$ cat src/rtl/pipeline_hazard_ctrl_pkg.sv
// rtl/pipeline_hazard_ctrl_pkg.sv - opcodes, FSM encodings and decode helpers for the hazard controller
package pipeline_hazard_ctrl_pkg;

   localparam logic [5:0] OP_RTYPE = 6'd0;
   localparam logic [5:0] OP_J     = 6'd2;
   localparam logic [5:0] OP_JAL   = 6'd3;
   localparam logic [5:0] OP_BEQ   = 6'd4;
   localparam logic [5:0] OP_BNE   = 6'd5;
   localparam logic [5:0] OP_LUI   = 6'd15;
   localparam logic [5:0] OP_SB    = 6'd40;
   localparam logic [5:0] OP_SH    = 6'd41;
   localparam logic [5:0] OP_SWL   = 6'd42;
   localparam logic [5:0] OP_SW    = 6'd43;
   localparam logic [5:0] OP_SWR   = 6'd46;
   localparam logic [5:0] OP_HALT  = 6'd63;

   localparam logic [1:0] ST_RUN    = 2'd0;
   localparam logic [1:0] ST_DRAIN  = 2'd1;
   localparam logic [1:0] ST_HALTED = 2'd2;

   typedef struct packed {
      logic pc_en;
      logic if_id_en;
      logic pipe_en;
      logic if_id_flush;
      logic id_ex_flush;
      logic ex_mem_flush;
   } pipe_ctrl_t;

   localparam pipe_ctrl_t CTRL_FREEZE   = pipe_ctrl_t'(6'b000_000);
   localparam pipe_ctrl_t CTRL_ADVANCE  = pipe_ctrl_t'(6'b111_000);
   localparam pipe_ctrl_t CTRL_BUBBLE   = pipe_ctrl_t'(6'b001_010);
   localparam pipe_ctrl_t CTRL_REDIRECT = pipe_ctrl_t'(6'b111_111);
   localparam pipe_ctrl_t CTRL_RESUME   = pipe_ctrl_t'(6'b100_100);

   // j, jal and lui carry no register source in the rs field
   function automatic logic uses_rs(input logic [5:0] op);
      return !((op == OP_J) || (op == OP_JAL) || (op == OP_LUI));
   endfunction

   // rt is a source only for R-type, branches compare and stores (store data)
   function automatic logic uses_rt(input logic [5:0] op);
      return (op == OP_RTYPE) || (op == OP_BEQ) || (op == OP_BNE) ||
             (op == OP_SB) || (op == OP_SH) || (op == OP_SWL) ||
             (op == OP_SW) || (op == OP_SWR);
   endfunction

endpackage

$ cat src/rtl/pipeline_hazard_ctrl_load_use_detect.sv
// rtl/pipeline_hazard_ctrl_load_use_detect.sv - combinational load-use hazard detect for the ID stage
module load_use_detect
   import pipeline_hazard_ctrl_pkg::*;
(
   input  logic [31:0] id_instr,
   input  logic        ex_memread,
   input  logic [4:0]  ex_rt,
   output logic        load_use
);

   logic [5:0] op;
   logic [4:0] rs;
   logic [4:0] rt;
   logic       rs_hit;
   logic       rt_hit;
   logic       unused_imm;

   assign op = id_instr[31:26];
   assign rs = id_instr[25:21];
   assign rt = id_instr[20:16];
   assign unused_imm = ^id_instr[15:0];

   assign rs_hit = uses_rs(op) && (ex_rt == rs);
   assign rt_hit = uses_rt(op) && (ex_rt == rt);

   // $zero is never a real dependency even when a load targets it
   assign load_use = ex_memread && (ex_rt != 5'd0) && (rs_hit || rt_hit);

endmodule

$ cat src/rtl/pipeline_hazard_ctrl.sv
// rtl/pipeline_hazard_ctrl.sv - pipeline sequencing: load-use stall, redirect flush, memory freeze, halt drain
module pipeline_hazard_ctrl
   import pipeline_hazard_ctrl_pkg::*;
#(
   parameter int          DRAIN_CYCLES = 3,
   parameter int          CNT_W        = 32,
   parameter logic [5:0]  HALT_OP      = OP_HALT
) (
   input  logic             clk,
   input  logic             rst_n,
   input  logic [31:0]      id_instr,
   input  logic             ex_memread,
   input  logic [4:0]       ex_rt,
   input  logic             mem_redirect,
   input  logic             mem_stall_req,
   input  logic             resume,
   output logic             pc_en,
   output logic             if_id_en,
   output logic             pipe_en,
   output logic             if_id_flush,
   output logic             id_ex_flush,
   output logic             ex_mem_flush,
   output logic             halted,
   output logic [CNT_W-1:0] stall_cnt
);

   localparam int DRAIN_W = (DRAIN_CYCLES > 1) ? $clog2(DRAIN_CYCLES) : 1;

   logic [1:0]         state_q, state_d;
   logic [DRAIN_W-1:0] drain_q, drain_d;
   logic [CNT_W-1:0]   cnt_q, cnt_d;
   pipe_ctrl_t         ctrl;
   logic               load_use;
   logic               halt_op;

   load_use_detect u_load_use_detect (
      .id_instr   (id_instr),
      .ex_memread (ex_memread),
      .ex_rt      (ex_rt),
      .load_use   (load_use)
   );

   assign halt_op = (id_instr[31:26] == HALT_OP);

   always_comb begin
      ctrl    = CTRL_FREEZE;
      state_d = state_q;
      drain_d = drain_q;
      cnt_d   = cnt_q;
      // a memory stall freezes everything, including the HALTED resume path
      if (!mem_stall_req) begin
         case (state_q)
            ST_RUN: begin
               if (mem_redirect) begin
                  ctrl = CTRL_REDIRECT;
               end else if (halt_op) begin
                  ctrl    = CTRL_BUBBLE;
                  state_d = ST_DRAIN;
                  drain_d = DRAIN_W'(DRAIN_CYCLES - 1);
               end else if (load_use) begin
                  ctrl  = CTRL_BUBBLE;
                  cnt_d = (&cnt_q) ? cnt_q : cnt_q + 1'b1;
               end else begin
                  ctrl = CTRL_ADVANCE;
               end
            end
            ST_DRAIN: begin
               if (mem_redirect) begin
                  ctrl    = CTRL_REDIRECT;
                  state_d = ST_RUN;
                  drain_d = '0;
               end else begin
                  ctrl = CTRL_BUBBLE;
                  if (drain_q == '0) begin
                     state_d = ST_HALTED;
                  end else begin
                     drain_d = drain_q - 1'b1;
                  end
               end
            end
            ST_HALTED: begin
               // IF/ID still holds the halt; kill it so it is not decoded again
               if (resume) begin
                  ctrl    = CTRL_RESUME;
                  state_d = ST_RUN;
               end
            end
            default: begin
               state_d = ST_RUN;
               drain_d = '0;
            end
         endcase
      end
   end

   always_ff @(posedge clk or negedge rst_n) begin
      if (!rst_n) begin
         state_q <= ST_RUN;
         drain_q <= '0;
         cnt_q   <= '0;
      end else begin
         state_q <= state_d;
         drain_q <= drain_d;
         cnt_q   <= cnt_d;
      end
   end

   assign pc_en        = rst_n & ctrl.pc_en;
   assign if_id_en     = rst_n & ctrl.if_id_en;
   assign pipe_en      = rst_n & ctrl.pipe_en;
   assign if_id_flush  = rst_n & ctrl.if_id_flush;
   assign id_ex_flush  = rst_n & ctrl.id_ex_flush;
   assign ex_mem_flush = rst_n & ctrl.ex_mem_flush;
   assign halted       = rst_n & (state_q == ST_HALTED);
   assign stall_cnt    = cnt_q;

endmodule

$ cat config.mk
export PLATFORM = sky130hd
export DESIGN_NAME = pipeline_hazard_ctrl
export DESIGN_NICKNAME = d
export VERILOG_FILES = /design/src/rtl/pipeline_hazard_ctrl_pkg.sv /design/src/rtl/pipeline_hazard_ctrl_load_use_detect.sv /design/src/rtl/pipeline_hazard_ctrl.sv
export SDC_FILE = /design/constraint.sdc
export NUM_CORES = 1
export LEC_CHECK = 0
export CAP_MARGIN = 15
export CORE_ASPECT_RATIO = 1.1
export CORE_MARGIN = 5
export CORE_UTILIZATION = 44
export CTS_CLUSTER_SIZE = 30
export DETAILED_ROUTE_END_ITERATION = 8
export GPL_ROUTABILITY_DRIVEN = 0
export HOLD_SLACK_MARGIN = 0.08
export PLACE_DENSITY = 0.8
export REMOVE_ABC_BUFFERS = 1
export SYNTH_ARGS = -nofsm -noshare
export SYNTH_HDL_FRONTEND = slang
export SYNTH_SLANG_ARGS = --single-unit
$ cat constraint.sdc
create_clock -name clk -period 2.13 [get_ports clk]
set_clock_uncertainty 0.05 [all_clocks]
set_input_delay 0.3195 -clock clk [delete_from_list [all_inputs] [get_ports clk]]
set_output_delay 0.3195 -clock clk [all_outputs]
set_load 0.05 [all_outputs]
======== After elaboration in Yosys (flattened, before gate mapping) ========
Cells that the tools add are included.
cells by class
  bitwise gates (word level) .............. 12
  multiplexer cells ....................... 18
  add/subtract/negate cells ............... 2
  reductions and logical operators ........ 23
  eq/ne operators ......................... 20
operators with widths
  operator                                                               count
  6-bit equality test, second input constant                             6
  6-bit two-way mux                                                      6
  32-bit by 1-bit adder with 32-bit output, second input constant        1
  32-bit AND reduction                                                   1
  2-bit two-way mux                                                      9
  6-bit case mux with 3 select lines                                     1
  6-bit by 2-bit equality test with 1-bit output, second input constant  2
  6-bit by 3-bit equality test with 1-bit output, second input constant  2
  2-bit case mux with 3 select lines                                     2
  5-bit equality test                                                    2
  1-bit logical OR                                                       10
  5-bit AND reduction                                                    2
  1-bit bitwise AND                                                      7
  6-bit by 4-bit equality test with 1-bit output, second input constant  1
  6-bit zero test                                                        1
  2-bit inequality test, second input constant                           3
  3-bit inequality test, second input constant                           2
  6-bit AND reduction                                                    1
  1-bit NOT                                                              5
  5-bit nonzero test                                                     1
  1-bit logical AND                                                      4
  2-bit zero test                                                        2
  2-bit by 1-bit equality test with 1-bit output, second input constant  1
  2-bit equality test, second input constant                             1
  other kinds (2)                                                        2
storage, ports and cells
  flip-flop bits (word level) ............. 36
  output and inout port bits .............. 39
  input port bits ......................... 43
  logic and storage cells ................. 78

======== Logic depth before layout (Yosys ltp) ========
Gate-level depths: netlist of the first run.
  depth after elaboration ................. 17
  mapped depth ............................ 7
  depth with buffers taken out ............ 7

======== Modules after synthesis ========
From an unflattened synthesis of the first run, not the netlist that was laid out.
unflattened totals
  cell total of the unflattened synthesis .. 217
  area, all modules ....................... 2,175.8 sq um
by module, submodules not included
  module                seq. area each (sq um)  cells each  area each (sq um)  times used
  pipeline_hazard_ctrl  900.9                   189         1,970.6            1
  load_use_detect       0.0                     28          205.2              1

======== Least setup slack after synthesis of the first run ========
OpenSTA, ideal clock, no wires.
  path kind ............................... reg2out
  start ................................... register state_q[1]
  end ..................................... output port id_ex_flush
  stages on the path, launching flop included .. 4
  data required time ...................... 1.761 ns
  data arrival time ....................... 2.520 ns
  slack ................................... -0.759 ns
  buffers on the path ..................... 1
  cell sequence ........................... dfrtp_1 -> clkbuf_1 -> nor2_1 -> a21boi_0
between the ends
  word-level cells in the longest chain between the ends .. 4
  elaborated cells on any way between the ends .. 6
  those cells by class .................... eq/ne (2); mux (2); bitwise (1); reduce/logical (1)
ends and longest elaborated chain
  element                                      line                         RTL
  start, declared                              pipeline_hazard_ctrl.sv:29   logic [1:0] state_q, state_d;
  start signal, assigned                       pipeline_hazard_ctrl.sv:102  state_q <= state_d;
  2-bit equality test (tied with other cells)  pipeline_hazard_ctrl.sv:52   case (state_q)
  6-bit case mux with 3 select lines (*)       pipeline_hazard_ctrl.sv:52
  6-bit two-way mux (*)                        pipeline_hazard_ctrl.sv:51   if (!mem_stall_req) begin
  1-bit bitwise AND (*)                        pipeline_hazard_ctrl.sv:112  assign id_ex_flush = rst_n & ctrl.id_ex_flush;
  end, declared                                pipeline_hazard_ctrl.sv:21   output logic id_ex_flush,
Every way passes the cells marked *; elsewhere a longest branch is shown, timed or not.

======== Worst setup path after layout of the first run ========
  start ................................... input port ex_rt[3]
  end ..................................... output port pc_en
between the ends
  word-level cells in the longest chain between the ends .. 10
  elaborated cells on any way between the ends .. 14
  those cells by class .................... eq/ne (2); mux (5); bitwise (1); reduce/logical (6)
ends and longest elaborated chain
  element                                        line                                                                                    RTL
  start, declared                                pipeline_hazard_ctrl.sv:13                                                              input logic [4:0] ex_rt,
  5-bit equality test, on equally long branches  pipeline_hazard_ctrl_load_use_detect.sv:23, pipeline_hazard_ctrl_load_use_detect.sv:24
  1-bit logical AND, on equally long branches    pipeline_hazard_ctrl_load_use_detect.sv:23, pipeline_hazard_ctrl_load_use_detect.sv:24
  1-bit logical OR                               pipeline_hazard_ctrl_load_use_detect.sv:27                                              assign load_use = ex_memread && (ex_rt != 5'd0) && (rs_hit || rt_hit);
  1-bit logical AND (*)                          pipeline_hazard_ctrl_load_use_detect.sv:27
  6-bit two-way mux (*)                          pipeline_hazard_ctrl.sv:60                                                              end else if (load_use) begin
  6-bit two-way mux (*)                          pipeline_hazard_ctrl.sv:56                                                              end else if (halt_op) begin
  6-bit two-way mux (*)                          pipeline_hazard_ctrl.sv:54                                                              if (mem_redirect) begin
  6-bit case mux with 3 select lines (*)         pipeline_hazard_ctrl.sv:52
  6-bit two-way mux (*)                          pipeline_hazard_ctrl.sv:51
  1-bit bitwise AND (*)                          pipeline_hazard_ctrl.sv:108                                                             assign pc_en = rst_n & ctrl.pc_en;
  end, declared                                  pipeline_hazard_ctrl.sv:17                                                              output logic pc_en,
Marked as above.

==> results of run 1 <==
layout by cell type (no fill, tap or decap), types with 5 or more instances in the layout:
cell type,instances
nor3_1,5
buf_12,8
clkdlybuf4s50_1,38
dfrtp_1,36
clkbuf_2,5
xnor2_1,31
and3_1,7
nand4_1,17
nand2_1,16
xor2_1,8
o21ai_0,5
buf_4,30
nand3_1,17
a21oi_1,5
nor2_1,16
dlygate4sd2_1,6
clkbuf_8,6
inv_1,8
stage by stage:
step / setup WS (ns) / hold WS (ns) / instances / power [uW]
3_5_place_dp: -0.552 / 0.360 / 366 / 980
5_1_grt: -0.102 / 0.484 / 378 / 1550
2_1_floorplan: -0.674 / -0.0261 / 215 / 830
4_1_cts: -0.0987 / 0.452 / 378 / 1480
6_report: -0.0115 / 0.448 / 378 / 1480
3_3_place_gp: -0.513 / 0.351 / 366 / 973
layout make-up:
cell class | count | area (sq um) | share of cell area [%]
sequential | 36 | 901 | 27.4
multi-input combinational | 170 | 1240 | 37.7
timing repair buffer | 99 | 955 | 29.0
clock inverter | 2 | 10.0 | 0.304
inverter | 9 | 33.8 | 1.03
tap | 56 | 70.1 | 2.13
clock buffer | 6 | 82.6 | 2.51
how the worst min path moves through the flow:
stage                                endpoint  slack, ns  cells after the start
finish               stall_cnt[6]$_DFFE_PN0P_       0.45                      1
global route        stall_cnt[17]$_DFFE_PN0P_       0.48                      1
CTS                  stall_cnt[6]$_DFFE_PN0P_       0.45                      1
detailed placement     drain_q[1]$_DFFE_PN0P_       0.36                      2
global placement       state_q[1]$_DFFE_PN0P_       0.35                      2
floorplan              drain_q[0]$_DFFE_PN0P_      -0.03                      0
registers in the layout (all words and copies together), names as in the netlist:
name       count
drain_q        2
stall_cnt     32
state_q        2
worst register-to-register path: stages (launching register included):
cell and delay (ns):
dfrtp_1 0.42, nand3_1 0.17, nor3_2 0.24, nand2_1 0.12, a2111oi_4 0.27, buf_4 0.20, nor4b_4 0.21, xor2_1 0.18
what timing repair did:
| action | CTS | global route |
|---|---|---|
| setup endpoints to repair | 33 | 22 |
| hold buffers | 2 | 0 |
| resized for setup | 45 | 20 |
| buffers inserted | 4 | 2 |
| hold endpoints to repair | 36 | 0 |
| pin swaps | 17 | 16 |
logic make-up after synthesis:
family	count (synthesis)	synth area share, %
AO/OA/AOI/OAI	22	8.84
multiplexers	2	1.00
XOR/XNOR	41	16.9
AND/OR/NAND/NOR	103	27.2
adder cells (fa/ha/maj)	2	1.18
flip-flops	36	42.4
buffers and inverters	13	2.42
metal layers:
metal,global-route usage [%],vias to the layer above,share of wire (%)
met2,31.9,41,53
met4,5.56,0,1.8
li1,-,990,-
met5,0,-,0
met1,22.9,989,42
met3,3.79,11,3.6
power by group:
| part | switching (uW) | internal, uW |
|---|---|---|
| logic | 141 | 124 |
| clock network | 245 | 258 |
| registers | 13.1 | 695 |
==> results.md, run 1 <==
- Detailed Route WL: ~5700 um
- CP endpoint kind: output pin
- Crit-path cells: buf_8, or4_4, o21a_1, a211oi_4, o31a_1, buf_12
- Initial Util: 45.6%
- Syn Inst Count: approximately 220
- Final setup fails: 1
- R2R Path End: stall_cnt[31]$_DFFE_PN0P_
- R2r setup slk: between 0.15 and 0.2 ns
- Worst setup path endpoint: pc_en
- Most frequent cell after synthesis: dfrtp_1
- Iteration-0 DRC Markers: around 120
- Port buffer count: 65
- Asr flop ratio synth: 100%
- Pwr per Cell Area: roughly 450 nW/um^2
- DIE WIDTH: around 76 um
- Setup crit start kind: primary input
- Rel. slew slack: 63.9%
- Peak supply drop: 0.404 mV
- Initial antenna violation count: 0
- Clock insertion delay at the later pin of the skew report: around 0.29 ns
- Seq/Total Area, Yosys: a little over two fifths
- Crit path buf inv count: 2
- # rows: 26
- Total Nets Final: between 300 and 400
- Critical Path Start: ex_rt[3]
- Remaining DRCs: 0
- Max_cap viols: 0
- Final hold vios: 0
- Failing checks: negative setup slack
- Largest net degree at the start of global routing: 37
- Fin Setup TNS: -0.0115 ns
- Hold Path Class: reg -> reg
- WL per Instance: 15.1 um
- Fmax: between 400 and 500 MHz
- Full die area: roughly 6300 sq um
- Reg clk slew, reported paths: roughly 0.070 ns
- CP delay by family, top: compound AO/OA/AOI/OAI gates
- Post-Syn Area: approximately 2100 sq um
- Hold Crit Start: stall_cnt[6]$_DFFE_PN0P_
- Crit path DAT: about 1.8 ns
- CTS tree: built
- Final min period: around 2.1 ns
- Status: finished with violations
- Top FF cell, synth: dfrtp_1
- Filler Cell Count: about 370
- Worst slew pin tran: 0.540 ns
- Distinct cells, synth: between 40 and 50
- Pre-Repair DR Iteration Count: 4
- CP Max Fanout: 3
- Vias in the first global route: ~2.1k
- CP max-delay cell: or4_4
- CP peak stage delay: roughly 0.52 ns
- Congestion Overflow GR: 0
- Yosys reg bits: 36
- Final instance area: around 3300 sq um
- GRT Total Usage: 18.4%
- Yosys top cell area share: between 40% and 50%
- YS warnings: 0
- Max Root-Sink Buffers: 2
- Total CTS buffers: 5
- EDFF count, synth: 0
- Ant. Diodes: 0
- Worst Slack Setup Final: -0.0115 ns
- CORE AREA: 4650 sq um
- Final Max Slew Viols: 0
- Die Y: between 80 and 90 um
- Period utilization: 101%
- CTS Root Cell: clkbuf_8
- Leak: around 0.0014 uW
- Syn avg cell area: slightly below 10 sq um
- Largest area contributor in the netlist: dfrtp_1
- Post-Route Utilization: 70.8%
- Vias: 2031
- Critical path depth: 6
- H-tree level count: 2
- Post-synth top cells: dfrtp_1, xnor2_1, nand2_1, nand3_1, nand4_1
- Synth top area cells: dfrtp_1, xnor2_1, nand4_1, xor2_1, nand3_1
- Worst reg-to-reg path cell count: 7
- Area Growth Syn to Fin: 55.0%
- CP Data Required Time: around 1.8 ns
- Detail Route Antenna Nets: 0
- Unrepaired setup endpoints after global routing: yes
- Source of the worst register-to-register timing path: stall_cnt[8]$_DFFE_PN0P_
- Io pins: 82
- Area post-placement: about 3100 sq um
- First-pass GRT wire length: 9830 um
- Drt via density: between 5 and 6
- Type of the worst setup path: in -> out
- Share of post-route cells with drive strength above 1: roughly a quarter
- Clk sink count: 36
- Detail Placement HPWL: 4330 um
Note: power is estimated with default switching activity, not from simulation.
==> inputs of run 2 (changes only) <==
--- a/config.mk
+++ b/config.mk
@@ -5,7 +5,7 @@
 export SDC_FILE = /design/constraint.sdc
 export NUM_CORES = 1
 export LEC_CHECK = 0
-export CAP_MARGIN = 15
+export CAP_MARGIN = 20
 export CORE_ASPECT_RATIO = 1.1
 export CORE_MARGIN = 5
 export CORE_UTILIZATION = 44
==> results of run 2 <==
The final DEF is identical to that of run 1; final timing and power are the same.
